File: src/rtl/mtimer_uh.sv
// Machine timer (MTIME/MTIMECMP) with prescaler, exposed as a TileLink-UH slave.
// Bursts walk the eight-word register map with wraparound on the word index.
module mtimer_uh #(
  parameter int unsigned SOURCE_WIDTH   = 1,
  parameter logic [31:0] PRESCALE_RESET = 32'd0
) (
  input  logic                    tilelink_clock_i,
  input  logic                    tilelink_reset_i,

  input  logic [2:0]              tl_a_opcode,
  input  logic [2:0]              tl_a_param,
  input  logic [2:0]              tl_a_size,
  input  logic [SOURCE_WIDTH-1:0] tl_a_source,
  input  logic [4:0]              tl_a_address,
  input  logic [3:0]              tl_a_mask,
  input  logic [31:0]             tl_a_data,
  input  logic                    tl_a_corrupt,
  input  logic                    tl_a_valid,
  output logic                    tl_a_ready,

  output logic [2:0]              tl_d_opcode,
  output logic [1:0]              tl_d_param,
  output logic [2:0]              tl_d_size,
  output logic [SOURCE_WIDTH-1:0] tl_d_source,
  output logic                    tl_d_denied,
  output logic [31:0]             tl_d_data,
  output logic                    tl_d_corrupt,
  output logic                    tl_d_valid,
  input  logic                    tl_d_ready,

  output logic                    mtip_o
);

  localparam logic [2:0] OpPutFull    = 3'd0;
  localparam logic [2:0] OpPutPartial = 3'd1;
  localparam logic [2:0] OpLogical    = 3'd3;
  localparam logic [2:0] OpGet        = 3'd4;

  typedef enum logic [1:0] {StIdle, StRead, StWrite, StWack} state_e;

  state_e                  state_q, state_d;
  logic [63:0]             mtime_q, mtime_d;
  logic [63:0]             mtimecmp_q, mtimecmp_d;
  logic                    enable_q, enable_d;
  logic [31:0]             prescale_q, prescale_d;
  logic [31:0]             pcnt_q, pcnt_d;
  logic                    mtip_q, mtip_d;
  logic [SOURCE_WIDTH-1:0] src_q, src_d;
  logic [2:0]              size_q, size_d;
  logic [2:0]              idx_q, idx_d;
  logic [4:0]              beat_q, beat_d;
  logic [2:0]              op_q, op_d;
  logic                    denied_q, denied_d;
  logic                    first_q, first_d;
  logic [31:0]             rdata_q, rdata_d;

  logic        tick;
  logic        a_fire, d_fire;
  logic        in_put, in_get, in_data, in_size_ok;
  logic        we;
  logic [2:0]  widx, ridx;
  logic [31:0] wdata, live;
  logic [3:0]  wmask;
  logic [31:0] reg_rd [8];

  logic unused_ok;
  assign unused_ok = ^{tl_a_param, tl_a_address[1:0]};

  // Index of the final beat: 0 for single-beat sizes, 2^(size-2)-1 otherwise.
  function automatic logic [4:0] last_beat(input logic [2:0] size);
    logic [5:0] n;
    if (size <= 3'd2) n = 6'd1;
    else              n = 6'd1 << (size - 3'd2);
    return 5'(n - 6'd1);
  endfunction

  function automatic logic [31:0] merge(input logic [31:0] old, input logic [31:0] nw,
                                        input logic [3:0] mask);
    logic [31:0] r;
    for (int b = 0; b < 4; b++) begin
      r[8*b +: 8] = mask[b] ? nw[8*b +: 8] : old[8*b +: 8];
    end
    return r;
  endfunction

  always_comb begin
    for (int i = 0; i < 8; i++) reg_rd[i] = 32'd0;
    reg_rd[0] = mtime_q[31:0];
    reg_rd[1] = mtime_q[63:32];
    reg_rd[2] = mtimecmp_q[31:0];
    reg_rd[3] = mtimecmp_q[63:32];
    reg_rd[4] = {31'd0, enable_q};
    reg_rd[5] = prescale_q;
  end

  assign tl_a_ready   = (state_q == StIdle) || (state_q == StWrite);
  assign tl_d_valid   = (state_q == StRead) || (state_q == StWack);
  assign tl_d_opcode  = (state_q == StRead) ? 3'd1 : 3'd0;
  assign tl_d_param   = 2'd0;
  assign tl_d_corrupt = 1'b0;
  assign tl_d_size    = size_q;
  assign tl_d_source  = src_q;
  assign tl_d_denied  = denied_q;
  assign mtip_o       = mtip_q;

  assign a_fire     = tl_a_valid && tl_a_ready;
  assign d_fire     = tl_d_valid && tl_d_ready;
  assign in_put     = (tl_a_opcode == OpPutFull) || (tl_a_opcode == OpPutPartial);
  assign in_get     = (tl_a_opcode == OpGet);
  assign in_data    = (tl_a_opcode <= OpLogical);
  assign in_size_ok = (tl_a_size <= 3'd4);

  always_comb begin
    state_d    = state_q;
    src_d      = src_q;
    size_d     = size_q;
    idx_d      = idx_q;
    beat_d     = beat_q;
    op_d       = op_q;
    denied_d   = denied_q;
    first_d    = first_q;
    rdata_d    = rdata_q;
    mtimecmp_d = mtimecmp_q;
    enable_d   = enable_q;
    prescale_d = prescale_q;
    we         = 1'b0;
    widx       = 3'd0;
    wdata      = tl_a_data;
    wmask      = tl_a_mask;
    ridx       = idx_q + beat_q[2:0];
    live       = denied_q ? 32'd0 : reg_rd[ridx];
    tl_d_data  = 32'd0;

    tick   = enable_q && (pcnt_q == prescale_q);
    pcnt_d = enable_q ? (tick ? 32'd0 : pcnt_q + 32'd1) : pcnt_q;
    mtime_d = tick ? mtime_q + 64'd1 : mtime_q;
    mtip_d  = enable_q && (mtime_q >= mtimecmp_q);

    unique case (state_q)
      StIdle: begin
        if (a_fire) begin
          src_d    = tl_a_source;
          size_d   = tl_a_size;
          idx_d    = tl_a_address[4:2];
          op_d     = tl_a_opcode;
          beat_d   = 5'd0;
          first_d  = 1'b1;
          denied_d = !((in_put || in_get) && in_size_ok) || (in_put && tl_a_corrupt);
          we       = in_put && in_size_ok && !tl_a_corrupt;
          widx     = tl_a_address[4:2];
          if (!in_data) begin
            state_d = StRead;
          end else if (last_beat(tl_a_size) == 5'd0) begin
            state_d = in_put ? StWack : StRead;
          end else begin
            state_d = StWrite;
            beat_d  = 5'd1;
          end
        end
      end
      StWrite: begin
        if (a_fire) begin
          widx = idx_q + beat_q[2:0];
          we   = (op_q <= OpPutPartial) && (size_q <= 3'd4) && !tl_a_corrupt;
          if ((op_q <= OpPutPartial) && tl_a_corrupt) denied_d = 1'b1;
          if (beat_q == last_beat(size_q)) begin
            state_d = (op_q <= OpPutPartial) ? StWack : StRead;
            beat_d  = 5'd0;
            first_d = 1'b1;
          end else begin
            beat_d = beat_q + 5'd1;
          end
        end
      end
      StRead: begin
        // First cycle of a beat shows the live register, later cycles the captured copy.
        tl_d_data = first_q ? live : rdata_q;
        if (first_q) begin
          rdata_d = live;
          first_d = 1'b0;
        end
        if (d_fire) begin
          if (beat_q == last_beat(size_q)) begin
            state_d = StIdle;
          end else begin
            beat_d  = beat_q + 5'd1;
            first_d = 1'b1;
          end
        end
      end
      StWack: begin
        if (d_fire) state_d = StIdle;
      end
      default: state_d = StIdle;
    endcase

    // Byte merges land on top of the tick-incremented MTIME.
    if (we) begin
      case (widx)
        3'd0: mtime_d[31:0]     = merge(mtime_d[31:0], wdata, wmask);
        3'd1: mtime_d[63:32]    = merge(mtime_d[63:32], wdata, wmask);
        3'd2: mtimecmp_d[31:0]  = merge(mtimecmp_q[31:0], wdata, wmask);
        3'd3: mtimecmp_d[63:32] = merge(mtimecmp_q[63:32], wdata, wmask);
        3'd4: begin
          if (wmask[0]) enable_d = wdata[0];
          pcnt_d = 32'd0;
        end
        3'd5: begin
          prescale_d = merge(prescale_q, wdata, wmask);
          pcnt_d     = 32'd0;
        end
        default: ;
      endcase
    end
  end

  always_ff @(posedge tilelink_clock_i) begin
    if (tilelink_reset_i) begin
      state_q    <= StIdle;
      mtime_q    <= 64'd0;
      mtimecmp_q <= 64'hFFFF_FFFF_FFFF_FFFF;
      enable_q   <= 1'b0;
      prescale_q <= PRESCALE_RESET;
      pcnt_q     <= 32'd0;
      mtip_q     <= 1'b0;
      src_q      <= '0;
      size_q     <= 3'd0;
      idx_q      <= 3'd0;
      beat_q     <= 5'd0;
      op_q       <= 3'd0;
      denied_q   <= 1'b0;
      first_q    <= 1'b0;
      rdata_q    <= 32'd0;
    end else begin
      state_q    <= state_d;
      mtime_q    <= mtime_d;
      mtimecmp_q <= mtimecmp_d;
      enable_q   <= enable_d;
      prescale_q <= prescale_d;
      pcnt_q     <= pcnt_d;
      mtip_q     <= mtip_d;
      src_q      <= src_d;
      size_q     <= size_d;
      idx_q      <= idx_d;
      beat_q     <= beat_d;
      op_q       <= op_d;
      denied_q   <= denied_d;
      first_q    <= first_d;
      rdata_q    <= rdata_d;
    end
  end

endmodule

File: config.mk
export PLATFORM = sky130hd
export DESIGN_NAME = mtimer_uh
export DESIGN_NICKNAME = d
export VERILOG_FILES = /design/src/rtl/mtimer_uh.sv
export SDC_FILE = /design/constraint.sdc
export NUM_CORES = 1
export LEC_CHECK = 0
export BUFFER_PORTS_ARGS = -buffer_cell sky130_fd_sc_hd__buf_2
export CORE_AREA = 5 5 175 177
export CTS_CLUSTER_SIZE = 25
export DETAILED_ROUTE_END_ITERATION = 10
export DIE_AREA = 0 0 180 182
export GPL_TIMING_DRIVEN = 0
export PLACE_DENSITY = 0.65
export SYNTH_ARGS = -nofsm -noshare
export SYNTH_HDL_FRONTEND = slang
export SYNTH_SLANG_ARGS = --single-unit
File: constraint.sdc
create_clock -name tilelink_clock_i -period 3.2 [get_ports tilelink_clock_i]
set_input_delay 0.48 -clock tilelink_clock_i [delete_from_list [all_inputs] [get_ports tilelink_clock_i]]
set_output_delay 0.48 -clock tilelink_clock_i [all_outputs]
set_load 0.02 [all_outputs]
==> results.md <==
* DRT Wirelength at 49.56 mm
* Clock transition at the registers of the reported paths at 0.06 ns
* Die H at 182 um
* Leak Pwr at 0.006852 uW
* Setup TNS at -5.951 ns
* Worst path cell trace: ha_4 -> inv_2 -> fa_2 -> buf_12 -> buf_8 -> mux4_2 -> a21oi_2 -> o2bb2ai_1 -> and2_4 -> buf_6
* CP delay by family, top: adder cells
* Seq/Total Area, Yosys at 34.22%
* Synth Register Bits at 244
* Arrival time of the worst setup path at 2.97 ns
* Most frequent cell after synthesis: dfxtp_1
* Crit path max fanout at 7
* Worst Hold Class: input pin to register
* Req. time, crit path at 2.72 ns
* Area Growth Syn to Fin at 18.43%
* Slew headroom at 37.55%
* Drt first pass iters at 8
* First-pass GRT wire length at 75.15 mm
* CTS Buf Count at 27
* Initial Util at 49.07%
* Post-place instance area at 15230 um2
* Synth Area per Inst at 8.416 um2
* Area contributors post-synth: dfxtp_1, ha_1, xnor2_1, nor2_1, mux4_2
* Final setup fails at 32
* Core area at 29090 um2
* Setup crit end kind: output port
* Post-DP HPWL at 37.71 mm
* CP bufs+invs at 4
* Min cycle time layout at 3.453 ns
* Worst Max-Slew Pin Slew at 0.9367 ns
* Die ar. at 32760 um2
* Largest net degree at the start of global routing at 14
* Htree depth at 1
* Status: finished with violations
* WS Path Type: register to output port
* Total GRT Usage at 28.82%
* Post-synth top flop: dfxtp_1
* Final Instance Count excl. Fillers at 2243
* Failing checks: setup timing
* Share of the synthesized area in the top cell type at 34.22%
* Post-Layout Inst Area at 16910 um2
* CP Launch Type: register
* Clock root buffer: clkbuf_16
* Routability cong. at 1.046
* Highest Clock Rate at 0.2896 GHz
* Ports at 102
* Peak supply drop at 0.0004326 V
* Layout cells sized above 1 at 17.32%
* Clock tree buffer depth at 3
* Final Hold Viols at 0
* Die width at 180 um
* Slowest-stage cell, CP: fa_2
* Final Cycle Share at 107.9%
* Power Total at 9055 uW
* CP max stage delay at 0.54 ns
* Max Cap Viol at 0
* Fin nets at 1969
* RSZ-0062 raised after global routing: yes
* Row cnt at 63
* Antenna violations before repair at 0
* Number of global-route vias before repair at 12870
* Top cells by instance count after synthesis: dfxtp_1, nor2_1, nand2_1, inv_1, a21oi_1
* Number of synthesized flops with an enable pin at 0
* Clk sinks at 244
* Via count at 13650
* Yosys cell types at 70
* Antenna Nets Post-Route at 0
* Hold buffer count at cts at 0
* WL/cell at 22.09 um
* Cell area after synthesis at 14270 um2
* Syn Inst Count at 1696
* Post-route DRC violation count at 0
* Fin worst setup slack at -0.2525 ns
* Vias per cell at 6.086
* Total grt overflow at 0
* Initial DRC count at 1297
* Later-pin clock latency in the skew report at 0.54 ns
* Port Buffers at 90
* Synth area leader: dfxtp_1
* Max-slew violations at 0
* Dpl cells at 2180
* Antenna diode count at 0
* Fin util at 58.12%
* Synth Warn # at 0
* CTS tree: yes
* Power per cell area at 535.6 nW/um2
* Worst Clk Skew at 0.01310 ns
* Asr flop ratio synth at 0%
==> cell families (layout without fill, tap and decap cells) <==
| kind of cell | after synthesis | count (layout) | synth area share (%) |
|---|---|---|---|
| buf+inv | 205 | 358 | 5.557 |
| fa+ha+maj | 80 | 80 | 7.065 |
| xor+xnor | 119 | 119 | 7.398 |
| other cells | 1 | 5 | 0.02627 |
| simple gates | 626 | 626 | 21.26 |
| flops | 244 | 244 | 34.22 |
| compound gates | 350 | 350 | 16.68 |
| mux | 71 | 71 | 7.793 |
==> sequential cells by signal (all words and copies together), names as in the netlist <==
register and count:
mtime_q 64, mtimecmp_q 64, pcnt_q 32, prescale_q 32, rdata_q 32, beat_q 5
idx_q 3, tl_d_size 3, op_q 2, state_q 2, enable_q 1, first_q 1
mtip_o 1, tl_d_denied 1, tl_d_source 1
==> path summary, 6_finish.rpt <==
check             cells after the start       endpoint  slack (ns)   startpoint
hold / removal                        3    tl_d_source        0.20  tl_a_source
setup / recovery                     10  tl_d_data[22]       -0.25    beat_q[0]
setup reg to reg                     12    mtime_q[38]        0.12    beat_q[0]
hold reg to reg                       2    tl_d_source        0.46  tl_d_source
==> worst register-to-register path: stages, from the launching register on <==
cell and delay, ns:
dfxtp_4 0.36, ha_4 0.15, inv_2 0.05, fa_2 0.44, buf_12 0.17, o21ai_0 0.24
nand2_1 0.23, nand3_2 0.26, or2_2 0.15, clkbuf_1 0.26, buf_2 0.32, nor2_1 0.08
a211oi_1 0.26
==> area by class of cell <==
| class | count | area (um2) |
|---|---|---|
| Timing Repair Buffer | 108 | 694.4 |
| Clock buffer | 36 | 749.5 |
| Fill cell | 2640 | 12180 |
| Clock inverter | 13 | 165.2 |
| Buffer | 92 | 471.7 |
| Sequential cell | 244 | 4895 |
| Multi-Input combinational cell | 1251 | 9032 |
| Inverter | 109 | 409.1 |
| Tap cell | 390 | 488.0 |
==> per-stage QoR <==
stage	hold slack, ns	setup WS, ns
final	0.1989	-0.2525
after global routing	0.2046	-0.3153
after CTS	0.1889	-0.2830
after detailed placement	0.4506	-0.8106
after global placement	0.4412	-0.7038
after floorplan	0.4363	0.3005
==> metal layers <==
metal | global-route usage [%] | vias up | share of wire, %
met1 | 40.02 | 6604 | 43
met5 | 0 | - | 0
met4 | 9.479 | 0 | 3.5
met2 | 46.01 | 582 | 45
met3 | 4.647 | 121 | 8.9
li1 | - | 6343 | -
==> timing repair <==
| item | CTS | global route |
|---|---|---|
| buffers inserted | 13 | 5 |
| gates resized for setup | 104 | 93 |
| endpoints found under the setup margin | 222 | 194 |
| pin swaps | 19 | 16 |
==> where the power goes <==
| part | leakage [uW] | switching, uW | internal, uW |
|---|---|---|---|
| Clock | 0.000459 | 1310 | 1960 |
| Combinational | 0.00442 | 1600 | 935 |
| Sequential | 0.00197 | 116 | 3140 |
| Total | 0.00685 | 3020 | 6030 |
==> placed cells by master (no fill, tap or decap), types with 30 or more instances in the layout <==
| cell | count |
|---|---|
| a211oi_1 | 57 |
| buf_4 | 30 |
| mux2i_1 | 38 |
| nor2_1 | 186 |
| buf_2 | 81 |
| inv_1 | 107 |
| mux4_2 | 32 |
| o21ai_0 | 39 |
| and3_1 | 46 |
| nand3_1 | 49 |
| dfxtp_1 | 240 |
| ha_1 | 78 |
| nand2_1 | 154 |
| xnor2_1 | 88 |
| a21oi_1 | 68 |
| nand4_1 | 37 |
| clkbuf_1 | 63 |
| o211ai_1 | 58 |
Note: power is estimated with default switching activity, not from simulation.
